File: src/rtl/tri_note_sequencer_pkg.sv
// Shared types and default sizing for the tri-wave note sequencer.
// No logic: enums, step record and parameter defaults only.
// Optional tempo prescaler is enabled elsewhere with TRI_SEQ_TEMPO_EN.
package tri_seq_pkg;

  localparam int DEPTH_DEF      = 16;
  localparam int DUR_W_DEF      = 16;
  localparam int GAP_CYCLES_DEF = 4;

  // Sequencer FSM states
  typedef enum logic [2:0] {
    ST_IDLE,
    ST_LOAD,
    ST_PLAY,
    ST_GAP,
    ST_DONE
  } state_t;

  // One pattern step at the default duration width
  typedef struct packed {
    logic [7:0]           pitch;
    logic [DUR_W_DEF-1:0] dur;
  } step_t;

endpackage

File: src/rtl/tri_note_sequencer_if.sv
// Host-side bundle for the note sequencer: pattern writes, run control, generator drive.
// Pure wiring, no latency.
// Macro TRI_SEQ_TEMPO_EN adds the tempo_div input.
interface tri_note_sequencer_if import tri_seq_pkg::*; #(
  parameter int DEPTH = DEPTH_DEF,
  parameter int DUR_W = DUR_W_DEF
);
  localparam int AW = $clog2(DEPTH);

  logic             wr_en;
  logic [AW-1:0]    wr_addr;
  logic [7:0]       wr_pitch;
  logic [DUR_W-1:0] wr_dur;
  logic [AW:0]      seq_len;
  logic             start;
  logic             stop;
  logic             loop_en;
`ifdef TRI_SEQ_TEMPO_EN
  logic [7:0]       tempo_div;
`endif
  logic [7:0]       max_val;
  logic             gen_reset;
  logic             busy;
  logic [AW-1:0]    step_idx;
  logic             done;

  modport master (
    output wr_en, wr_addr, wr_pitch, wr_dur, seq_len, start, stop, loop_en,
`ifdef TRI_SEQ_TEMPO_EN
    output tempo_div,
`endif
    input  max_val, gen_reset, busy, step_idx, done
  );

  modport slave (
    input  wr_en, wr_addr, wr_pitch, wr_dur, seq_len, start, stop, loop_en,
`ifdef TRI_SEQ_TEMPO_EN
    input  tempo_div,
`endif
    output max_val, gen_reset, busy, step_idx, done
  );

endinterface

File: src/rtl/tri_note_sequencer_pattern_ram.sv
// Pattern store: DEPTH steps of pitch + duration, synchronous write, async read.
// Write takes effect on the next edge; read is combinational.
// Writes are dropped while the sequencer is busy so a running pattern never changes.
module tri_seq_pattern_ram import tri_seq_pkg::*; #(
  parameter int DEPTH = DEPTH_DEF,
  parameter int DUR_W = DUR_W_DEF
) (
  input  logic                     clk,
  input  logic                     i_wr_en,
  input  logic                     i_busy,
  input  logic [$clog2(DEPTH)-1:0] i_wr_addr,
  input  logic [7:0]               i_wr_pitch,
  input  logic [DUR_W-1:0]         i_wr_dur,
  input  logic [$clog2(DEPTH)-1:0] i_rd_addr,
  output logic [7:0]               o_rd_pitch,
  output logic [DUR_W-1:0]         o_rd_dur
);

  logic [7:0]       r_pitch [DEPTH];
  logic [DUR_W-1:0] r_dur   [DEPTH];

  // Store a step only when the sequencer is idle; contents survive reset
  always_ff @(posedge clk) begin
    if (i_wr_en && !i_busy) begin
      r_pitch[i_wr_addr] <= i_wr_pitch;
      r_dur[i_wr_addr]   <= i_wr_dur;
    end
  end

  assign o_rd_pitch = r_pitch[i_rd_addr];
  assign o_rd_dur   = r_dur[i_rd_addr];

endmodule

File: src/rtl/tri_note_sequencer.sv
// Steps through a stored pattern, driving tri_wave max_val and its reset per note.
// Pitch appears two edges after start; each step costs 1 load + dur + GAP_CYCLES cycles.
// No backpressure; stop aborts at the next edge. TRI_SEQ_TEMPO_EN adds a tempo prescaler.
module tri_note_sequencer import tri_seq_pkg::*; #(
  parameter int DEPTH      = DEPTH_DEF,
  parameter int DUR_W      = DUR_W_DEF,
  parameter int GAP_CYCLES = GAP_CYCLES_DEF
) (
  input  logic                clk,
  input  logic                reset_n,
  tri_note_sequencer_if.slave bus
);

  localparam int AW = $clog2(DEPTH);
  localparam int GW = (GAP_CYCLES > 1) ? $clog2(GAP_CYCLES) : 1;

  localparam logic [GW-1:0]    GAP_LOAD  = GW'((GAP_CYCLES > 0) ? GAP_CYCLES - 1 : 0);
  localparam logic [GW-1:0]    GAP_ONE   = GW'(1);
  localparam logic [AW:0]      DEPTH_LEN = (AW+1)'(DEPTH);
  localparam logic [AW:0]      LEN_ONE   = (AW+1)'(1);
  localparam logic [AW-1:0]    IDX_ONE   = AW'(1);
  localparam logic [DUR_W-1:0] DUR_ONE   = DUR_W'(1);

  state_t           r_state;
  logic [AW:0]      r_len;
  logic [DUR_W-1:0] r_dur_cnt;
  logic [GW-1:0]    r_gap_cnt;
  logic [7:0]       r_max_val;
  logic             r_gen_reset;
  logic             r_busy;
  logic [AW-1:0]    r_step_idx;
  logic             r_done;

  logic [7:0]       w_rd_pitch;
  logic [DUR_W-1:0] w_rd_dur;
  logic [DUR_W-1:0] w_dur_m1;
  logic             w_len_ok;
  logic             w_more;
  logic             w_tick;
  logic             w_step_end;
  state_t           w_adv_state;
  logic [AW-1:0]    w_adv_idx;

  tri_seq_pattern_ram #(
    .DEPTH (DEPTH),
    .DUR_W (DUR_W)
  ) u_ram (
    .clk        (clk),
    .i_wr_en    (bus.wr_en),
    .i_busy     (r_busy),
    .i_wr_addr  (bus.wr_addr),
    .i_wr_pitch (bus.wr_pitch),
    .i_wr_dur   (bus.wr_dur),
    .i_rd_addr  (r_step_idx),
    .o_rd_pitch (w_rd_pitch),
    .o_rd_dur   (w_rd_dur)
  );

`ifdef TRI_SEQ_TEMPO_EN
  logic [7:0] r_pre;

  assign w_tick = (r_pre == bus.tempo_div);

  // Duration prescaler: runs only in PLAY, so it is zero on every entry from LOAD
  always_ff @(posedge clk or negedge reset_n) begin
    if (!reset_n) begin
      r_pre <= '0;
    end else if (r_state != ST_PLAY || w_tick) begin
      r_pre <= '0;
    end else begin
      r_pre <= r_pre + 8'd1;
    end
  end
`else
  assign w_tick = 1'b1;
`endif

  // A zero duration still plays for one unit
  assign w_dur_m1 = (w_rd_dur == '0) ? '0 : (w_rd_dur - DUR_ONE);
  assign w_len_ok = (bus.seq_len != '0) && (bus.seq_len <= DEPTH_LEN);
  assign w_more   = (({1'b0, r_step_idx} + LEN_ONE) < r_len);

  // The current step finishes this edge (end of gap, or end of note when there is no gap)
  assign w_step_end = ((r_state == ST_PLAY) && w_tick && (r_dur_cnt == '0) && (GAP_CYCLES == 0)) ||
                      ((r_state == ST_GAP) && (r_gap_cnt == '0));

  // Where to go after a step: next step, wrap on loop, or finish
  always_comb begin
    w_adv_state = ST_DONE;
    w_adv_idx   = r_step_idx;
    if (w_more) begin
      w_adv_state = ST_LOAD;
      w_adv_idx   = r_step_idx + IDX_ONE;
    end else if (bus.loop_en) begin
      w_adv_state = ST_LOAD;
      w_adv_idx   = '0;
    end
  end

  // Sequencer FSM with registered generator drive and status outputs
  always_ff @(posedge clk or negedge reset_n) begin
    if (!reset_n) begin
      r_state     <= ST_IDLE;
      r_len       <= '0;
      r_dur_cnt   <= '0;
      r_gap_cnt   <= '0;
      r_max_val   <= '0;
      r_gen_reset <= 1'b1;
      r_busy      <= 1'b0;
      r_step_idx  <= '0;
      r_done      <= 1'b0;
    end else if ((r_state != ST_IDLE) && bus.stop) begin
      r_state     <= ST_IDLE;
      r_max_val   <= '0;
      r_gen_reset <= 1'b1;
      r_busy      <= 1'b0;
      r_done      <= 1'b0;
    end else begin
      case (r_state)
        ST_IDLE: begin
          r_done      <= 1'b0;
          r_gen_reset <= 1'b1;
          r_max_val   <= '0;
          if (bus.start && !bus.stop && w_len_ok) begin
            r_len      <= bus.seq_len;
            r_step_idx <= '0;
            r_busy     <= 1'b1;
            r_state    <= ST_LOAD;
          end
        end
        ST_LOAD: begin
          r_max_val   <= w_rd_pitch;
          r_gen_reset <= (w_rd_pitch == 8'd0);
          r_dur_cnt   <= w_dur_m1;
          r_state     <= ST_PLAY;
        end
        ST_PLAY: begin
          if (w_tick) begin
            if (r_dur_cnt != '0) begin
              r_dur_cnt <= r_dur_cnt - DUR_ONE;
            end else begin
              r_gen_reset <= 1'b1;
              if (GAP_CYCLES > 0) begin
                r_gap_cnt <= GAP_LOAD;
                r_state   <= ST_GAP;
              end
            end
          end
        end
        ST_GAP: begin
          if (r_gap_cnt != '0) begin
            r_gap_cnt <= r_gap_cnt - GAP_ONE;
          end
        end
        ST_DONE: begin
          r_done      <= 1'b0;
          r_busy      <= 1'b0;
          r_gen_reset <= 1'b1;
          r_max_val   <= '0;
          r_state     <= ST_IDLE;
        end
        default: begin
          r_state <= ST_IDLE;
        end
      endcase

      if (w_step_end) begin
        r_state    <= w_adv_state;
        r_step_idx <= w_adv_idx;
        if (w_adv_state == ST_DONE) begin
          r_done    <= 1'b1;
          r_max_val <= '0;
        end
      end
    end
  end

  assign bus.max_val   = r_max_val;
  assign bus.gen_reset = r_gen_reset;
  assign bus.busy      = r_busy;
  assign bus.step_idx  = r_step_idx;
  assign bus.done      = r_done;

endmodule

File: src/flat_wrapper.sv
// flat-port wrapper written by rule: the top's interface ports become plain ports
module tri_note_sequencer_flat import tri_seq_pkg::*;
#(
  parameter int DEPTH      = DEPTH_DEF,
  parameter int DUR_W      = DUR_W_DEF,
  parameter int GAP_CYCLES = GAP_CYCLES_DEF
)
  (clk, reset_n, bus_wr_en, bus_wr_addr, bus_wr_pitch, bus_wr_dur, bus_seq_len, bus_start, bus_stop, bus_loop_en, bus_max_val, bus_gen_reset, bus_busy, bus_step_idx, bus_done);
  tri_note_sequencer_if #(.DEPTH(DEPTH), .DUR_W(DUR_W)) bus_i ();
  input  logic clk;
  input  logic reset_n;
  input wire logic [$bits(bus_i.wr_en)-1:0] bus_wr_en;
  input wire logic [$bits(bus_i.wr_addr)-1:0] bus_wr_addr;
  input wire logic [$bits(bus_i.wr_pitch)-1:0] bus_wr_pitch;
  input wire logic [$bits(bus_i.wr_dur)-1:0] bus_wr_dur;
  input wire logic [$bits(bus_i.seq_len)-1:0] bus_seq_len;
  input wire logic [$bits(bus_i.start)-1:0] bus_start;
  input wire logic [$bits(bus_i.stop)-1:0] bus_stop;
  input wire logic [$bits(bus_i.loop_en)-1:0] bus_loop_en;
  output wire logic [$bits(bus_i.max_val)-1:0] bus_max_val;
  output wire logic [$bits(bus_i.gen_reset)-1:0] bus_gen_reset;
  output wire logic [$bits(bus_i.busy)-1:0] bus_busy;
  output wire logic [$bits(bus_i.step_idx)-1:0] bus_step_idx;
  output wire logic [$bits(bus_i.done)-1:0] bus_done;
  assign bus_i.wr_en = bus_wr_en;
  assign bus_i.wr_addr = bus_wr_addr;
  assign bus_i.wr_pitch = bus_wr_pitch;
  assign bus_i.wr_dur = bus_wr_dur;
  assign bus_i.seq_len = bus_seq_len;
  assign bus_i.start = bus_start;
  assign bus_i.stop = bus_stop;
  assign bus_i.loop_en = bus_loop_en;
  assign bus_max_val = bus_i.max_val;
  assign bus_gen_reset = bus_i.gen_reset;
  assign bus_busy = bus_i.busy;
  assign bus_step_idx = bus_i.step_idx;
  assign bus_done = bus_i.done;
  tri_note_sequencer #(.DEPTH(DEPTH), .DUR_W(DUR_W), .GAP_CYCLES(GAP_CYCLES)) u_core (.clk(clk), .reset_n(reset_n), .bus(bus_i));
endmodule
File: config.mk
export PLATFORM = sky130hd
export DESIGN_NAME = tri_note_sequencer_flat
export DESIGN_NICKNAME = d
export VERILOG_FILES = /design/src/rtl/tri_note_sequencer_pkg.sv /design/src/rtl/tri_note_sequencer_if.sv /design/src/rtl/tri_note_sequencer_pattern_ram.sv /design/src/rtl/tri_note_sequencer.sv /design/src/flat_wrapper.sv
export SDC_FILE = /design/constraint.sdc
export NUM_CORES = 1
export LEC_CHECK = 0
export CAP_MARGIN = 15
export CORE_MARGIN = 2
export CORE_UTILIZATION = 50
export CTS_CLUSTER_DIAMETER = 80
export DETAILED_ROUTE_END_ITERATION = 12
export PLACE_DENSITY_LB_ADDON = 0.05
export SLEW_MARGIN = 20
export SYNTH_ARGS = -nofsm -noshare
export SYNTH_HDL_FRONTEND = slang
export SYNTH_SLANG_ARGS = --single-unit
File: constraint.sdc
create_clock -name clk -period 2.8 [get_ports clk]
set_input_delay 0.56 -clock clk [delete_from_list [all_inputs] [get_ports clk]]
set_output_delay 0.56 -clock clk [all_outputs]
set_load 0.02 [all_outputs]
# Word-level counts from Yosys, hierarchy flattened
# Memories as Yosys holds them, arrays and structs flattened.
# Index checks and enable logic that the tools add are counted.
# word_totals
regBits	41
ramBits	384
out_inout_bits	15
memories	2
# mem_list
memory	depth	width	rd	rd_ports_with_merged_regs	wr	line	rtl
u_core.u_ram.r_dur	16	16	1	0	1	tri_note_sequencer_pattern_ram.sv:20	logic [DUR_W-1:0] r_dur [DEPTH];
u_core.u_ram.r_pitch	16	8	1	0	1	tri_note_sequencer_pattern_ram.sv:19	logic [7:0] r_pitch [DEPTH];
# op_classes
n_addsub	5
n_lt_le_gt_ge	2
n_eq_ne	14
muxes	34
bitwise	1
n_reduce_logical	30
# op_table
cell	count
$mux 16	2
$pmux 16 s2	1
$sub 16x1->16 const B	2
$mux 8	3
$mux 4	5
$mux 3	6
$logic_not 16->1	1
$pmux 8 s2	1
$reduce_bool 16->1	1
$pmux 3 s4	1
$mux 1	10
$reduce_bool 2->1	5
$reduce_and 3->1	3
$logic_not 8->1	1
$reduce_and 4->1	2
$eq 3x2->1 const B	2
$eq 3x3->1 const B	2
$logic_and 1x1->1	6
$ne 2x2->1 const B	3
$ne 3x2->1 const B	2
$reduce_bool 3->1	2
$add 4x1->5 const B	1
$le 5x5->1 const B	1
$lt 5x5->1	1
19 further kinds	22

# Longest topological paths before layout
# logic_depth
ltp_word	7
depth_mapped	15

# Hierarchy
# Synthesis repeated with hierarchy kept, for this count alone.
# unflattened
cells_unflattened	914
hier_area_um2	17237.8
# by_module_without_submodules
module	n_inst	cells_per_inst	area_each_um2
tri_seq_pattern_ram	1	612	14462.6
tri_note_sequencer	1	302	2775.2

# Worst setup path before layout
# OpenSTA, ideal clock, no wires.
# synth_timing
path_kind	register -> register
startpoint	reg u_core.r_step_idx[2], in the netlist u_core.bus.step_idx[2]
endpoint	reg u_core.r_step_idx[3], in the netlist u_core.bus.step_idx[3]
setup_time_ps	118
arrival_time_ps	3039
setup_slack_ps	-357
path_stages_with_launch	16
n_path_buf	6
period_less_slack_ps	3157
path_cell_list	dfrtp_1 buf_2 buf_6 buf_2 buf_4 buf_2 nand2_1 xnor2_1 ha_1 o21a_1 o21ai_0 a211o_1 nand2b_1 clkbuf_1 nor4b_1 a21o_1
# synth_between
elab_chain_len	4
elab_cells_between_ends	7
cone_classes	add/sub (2); order compare (1); eq/ne (1); mux (2); reduce/logical (1)
# synth_lines
element	line	rtl
from (decl)	tri_note_sequencer.sv:31	logic [AW-1:0] r_step_idx;
from (signal assigned)	tri_note_sequencer.sv:169	r_step_idx <= w_adv_idx;
$add 4x1->5	tri_note_sequencer.sv:81	assign w_more = (({1'b0, r_step_idx} + LEN_ONE) < r_len);
$lt 5x5->1	tri_note_sequencer.sv:81	
$ne 3x2->1 (no line) / $mux 4 (equally long branches)	n/a	
$reduce_and 4->1 (no line) / $mux 4 (equally long branches)	n/a	
# Parallel ways exist; a longest one is shown, timed or not.
# A chain may end at the register's enable or synchronous reset.

# Worst setup path in the final report
# layout_timing
startpoint	reg u_core.r_step_idx[0], in the netlist u_core.bus.step_idx[0]
endpoint	reg u_core.r_step_idx[0], in the netlist u_core.bus.step_idx[0]
# Same word-level chain as after synthesis.

==> flow_summary_export.csv <==
group,metric,value,unit
clock_tree,clk_latency,0.55,ns
outcome,status,"finished, violations left",
synthesis,syn_area_per_cell,18.96,um2
global_route,grt_start_max_net_pins,33,
clock_tree,numCtsBuffers,44,
synthesis,ys.warnings.count,0,
clock_tree,path_clk_slew,0.06,ns
global_route,grt_pass1_wl,61620,um
critical_path,cp_max_fo,10,
run,cap_viol_max_count,0,
cells_and_area,drive_above_1_share,32.41,%
cells_and_area,layout_commonest_cell,"edfxtp_1",
synthesis,synthesis.area,17590,um2
clock_tree,clock_sinks,425,
timing,setup_tns,-0.05851,ns
cells_and_area,seqCellArea,12570,um2
floorplan,rows,68,
timing,skew,0.02244,ns
global_route,grt_pass1_vias,9880,
global_route,grt.overflow.total,0,
critical_path,cp-start-kind,"flop",
floorplan,die_h,191.6,um
placed_design,gp_congestion,0.8876,
pwr,vdd_ir_drop_max,0.0005409,V
pwr,netSwitchingFraction,28.20,%
synthesis,syn_inst,928,
floorplan,start_util,50.80,%
floorplan,core_area,34630,um2
synthesis,yosysTopAreaCell,"edfxtp_1",
pwr,p_int,13290,uW
detailed_routing,via_count,9635,
detailed_routing,firstDrtPassIters,5,
timing,timing.final.ws_setup,-0.02667,ns
floorplan,pin_count,54,
detailed_routing,vias_per_cell,5.977,
cells_and_area,layout_common_cells,"edfxtp_1 (384), buf_4 (108), mux4_2 (88)",
synthesis,yosys.area.top_type_share,65.55,%
clock_tree,cts_max_level,2,
placed_design,place_inst,1509,
cells_and_area,nets,1169,
pwr,power.leakage,0.007171,uW
critical_path,critPathRequiredTime,3.20,ns
pwr,switching_power,5221,uW
critical_path,worst-setup-path-type,"reg -> reg",
synthesis,seq_area_frac_synth,71.39,%
timing,max_freq,353.8,MHz
pwr,p_clk_share,29.9,%
timing,grt_setup_unrepaired,"true",
cells_and_area,final_cell_count_no_fill,1612,
clock_tree,max-clock-path-buffers,3,
synthesis,ys_ff_latch,425,
synthesis,synthFlopType,"edfxtp_1",
placed_design,place_area,19670,um2
detailed_routing,antenna_left,0,
synthesis,synth_edf_count,384,
synthesis,ys_async_sr_fraction,9.647,%
timing,min_period,2.827,ns
pwr,power.share.combinational,29.0,%
clock_tree,postCtsHoldBufs,0,
global_route,track_usage,23.25,%
synthesis,synth.area.top_cells,"edfxtp_1 (66%), mux4_2 (11%), dfrtp_1 (5.7%), mux4_1 (2.4%), mux2i_1 (1.5%)",
detailed_routing,drt-total-wl,41830,um
critical_path,r2r_setup_slack,-0.03,ns
floorplan,fp.dieW,191.6,um
timing,setup_violations,5,
critical_path,endpoint_kind,"flop",
pwr,seqPwrFrac,41.2,%
floorplan,dieArea,36700,um2
pwr,power-per-cell-area,862.5,nW/um2
cells_and_area,diodes,0,
timing,fin_crit_sh,101.0,%
placed_design,dp_hpwl,25940,um
timing,max_slew_margin,48.31,%
global_route,antenna_found_initial,0,
synthesis,synth_cell_types,68,
timing,finalHoldViolations,0,
cells_and_area,nFillCells,2413,
cells_and_area,final_cell_area,21460,um2
synthesis,synth_nets,975,
detailed_routing,dr.first_iter.drc_count,1049,
detailed_routing,route.detailed.drc,0,
clock_tree,clockRootBuffer,"clkbuf_16",
cells_and_area,multi_input_area,4935,um2
outcome,failed_checks,"negative setup slack",
worst_hold_path,hold_path.class,"in -> async",
timing,slew_violations,0,
cells_and_area,area_growth,22.01,%
clock_tree,cts_tree,"built",
placed_design,portBuffers,53,
critical_path,cp_data_arrival_time,3.23,ns
detailed_routing,wl_per_cell,25.95,um
timing,tightest_slew,0.7753,ns
sequential cells by signal, summed over array words and instances, names as in the netlist:
signal	count
u_core.u_ram.r_dur	256
u_core.u_ram.r_pitch	128
u_core.r_dur_cnt	16
u_core.bus.max_val	8
u_core.r_len	5
u_core.bus.step_idx	4
u_core.r_state	3
u_core.r_gap_cnt	2
u_core.bus.busy	1
u_core.bus.done	1
u_core.bus.gen_reset	1
final cells by class:
cell class,count,area share (%)
Multi-Input combinational cell,443,22.99
Clock buffer,57,5.602
Clock inverter,24,0.8044
Tap cell,455,2.652
Timing Repair Buffer,193,9.123
Sequential cell,425,58.57
Inverter,15,0.2623
Yosys cell counts, types with 12 or more instances:
cell type	instances
dfrtp_1	40
edfxtp_1	384
nand3_1	16
clkbuf_1	14
mux2i_1	26
o21ai_0	26
a22oi_1	14
mux4_2	85
inv_1	14
mux4_1	16
nor3_1	12
nor2_1	56
nand2_1	41
mux2_2	12
power groups by stage:
stage,clock [uW],combinational (uW),sequential (uW)
3_5_place_dp,0,4830,7810
5_1_grt,5860,5740,7660
3_3_place_gp,0,4710,7780
4_1_cts,5620,5200,7610
2_1_floorplan,0,3180,7690
6_report,5530,5360,7620
final timing paths:
path / from / endpoint / depth (start not counted)
hold reg to reg: u_core.bus.done / u_core.bus.done / 1
setup / recovery: u_core.bus.step_idx[0] / u_core.bus.step_idx[0] / 11
min in group clk: u_core.bus.done / u_core.bus.done / 1
setup reg to reg: u_core.bus.step_idx[0] / u_core.bus.step_idx[0] / 11
hold / removal: reset_n / u_core.bus.max_val[0] / 1
max in group asynchronous: reset_n / u_core.r_dur_cnt[4] / 2
per-layer routing:
metal,wire length (um),global-route usage (%),share of wire [%]
met1,18460,33.92,44
met2,19800,36.57,47
met3,2518,4.001,6.0
met4,1048,6.479,2.5
met5,0,0,0
stage by stage:
step                      util [%]  power, uW  worst slack (ns)  hold slack (ns)
after floorplan                  -      10860          -0.03288           0.2644
after global placement       56.80      12490          -0.08808           0.4733
after detailed placement     56.80      12630           -0.1494           0.4661
after CTS                    61.53      18430         -0.002549          0.09527
after global routing         61.99      19270           -0.1072           0.1454
final                        61.99      18510          -0.02667          0.09869
kinds of logic (layout without fill, tap and decap cells):
logic type | Yosys count | after routing | share of synthesized area [%]
DFF | 425 | 425 | 71.39
and+or+nand+nor | 178 | 179 | 5.263
muxes | 139 | 139 | 15.52
AOI/OAI and AO/OA | 103 | 103 | 4.267
buffers and inverters | 61 | 289 | 2.297
xor gates and xnor gates | 14 | 14 | 0.6970
adders and majority gates | 8 | 8 | 0.5690
what timing repair did:
item | 4_1_cts | 5_1_grt
setup buffers | 14 | 6
gates resized for setup | 16 | 24
cloned | 1 | 1
setup endpoints to repair | 25 | 25
pin swaps | 4 | 3
worst max-delay path, stage by stage, from the launching register on:
cell and delay [ns]:
dfrtp_4 0.55, buf_12 0.18, ha_1 0.32, ha_1 0.28, a21boi_0 0.12, o21a_1 0.17, o21a_1 0.17, o21ai_2 0.13
a211o_1 0.15, nand2b_1 0.10, a21o_1 0.22, a22o_1 0.29
No activity file was read; power rests on OpenSTA's default activity.
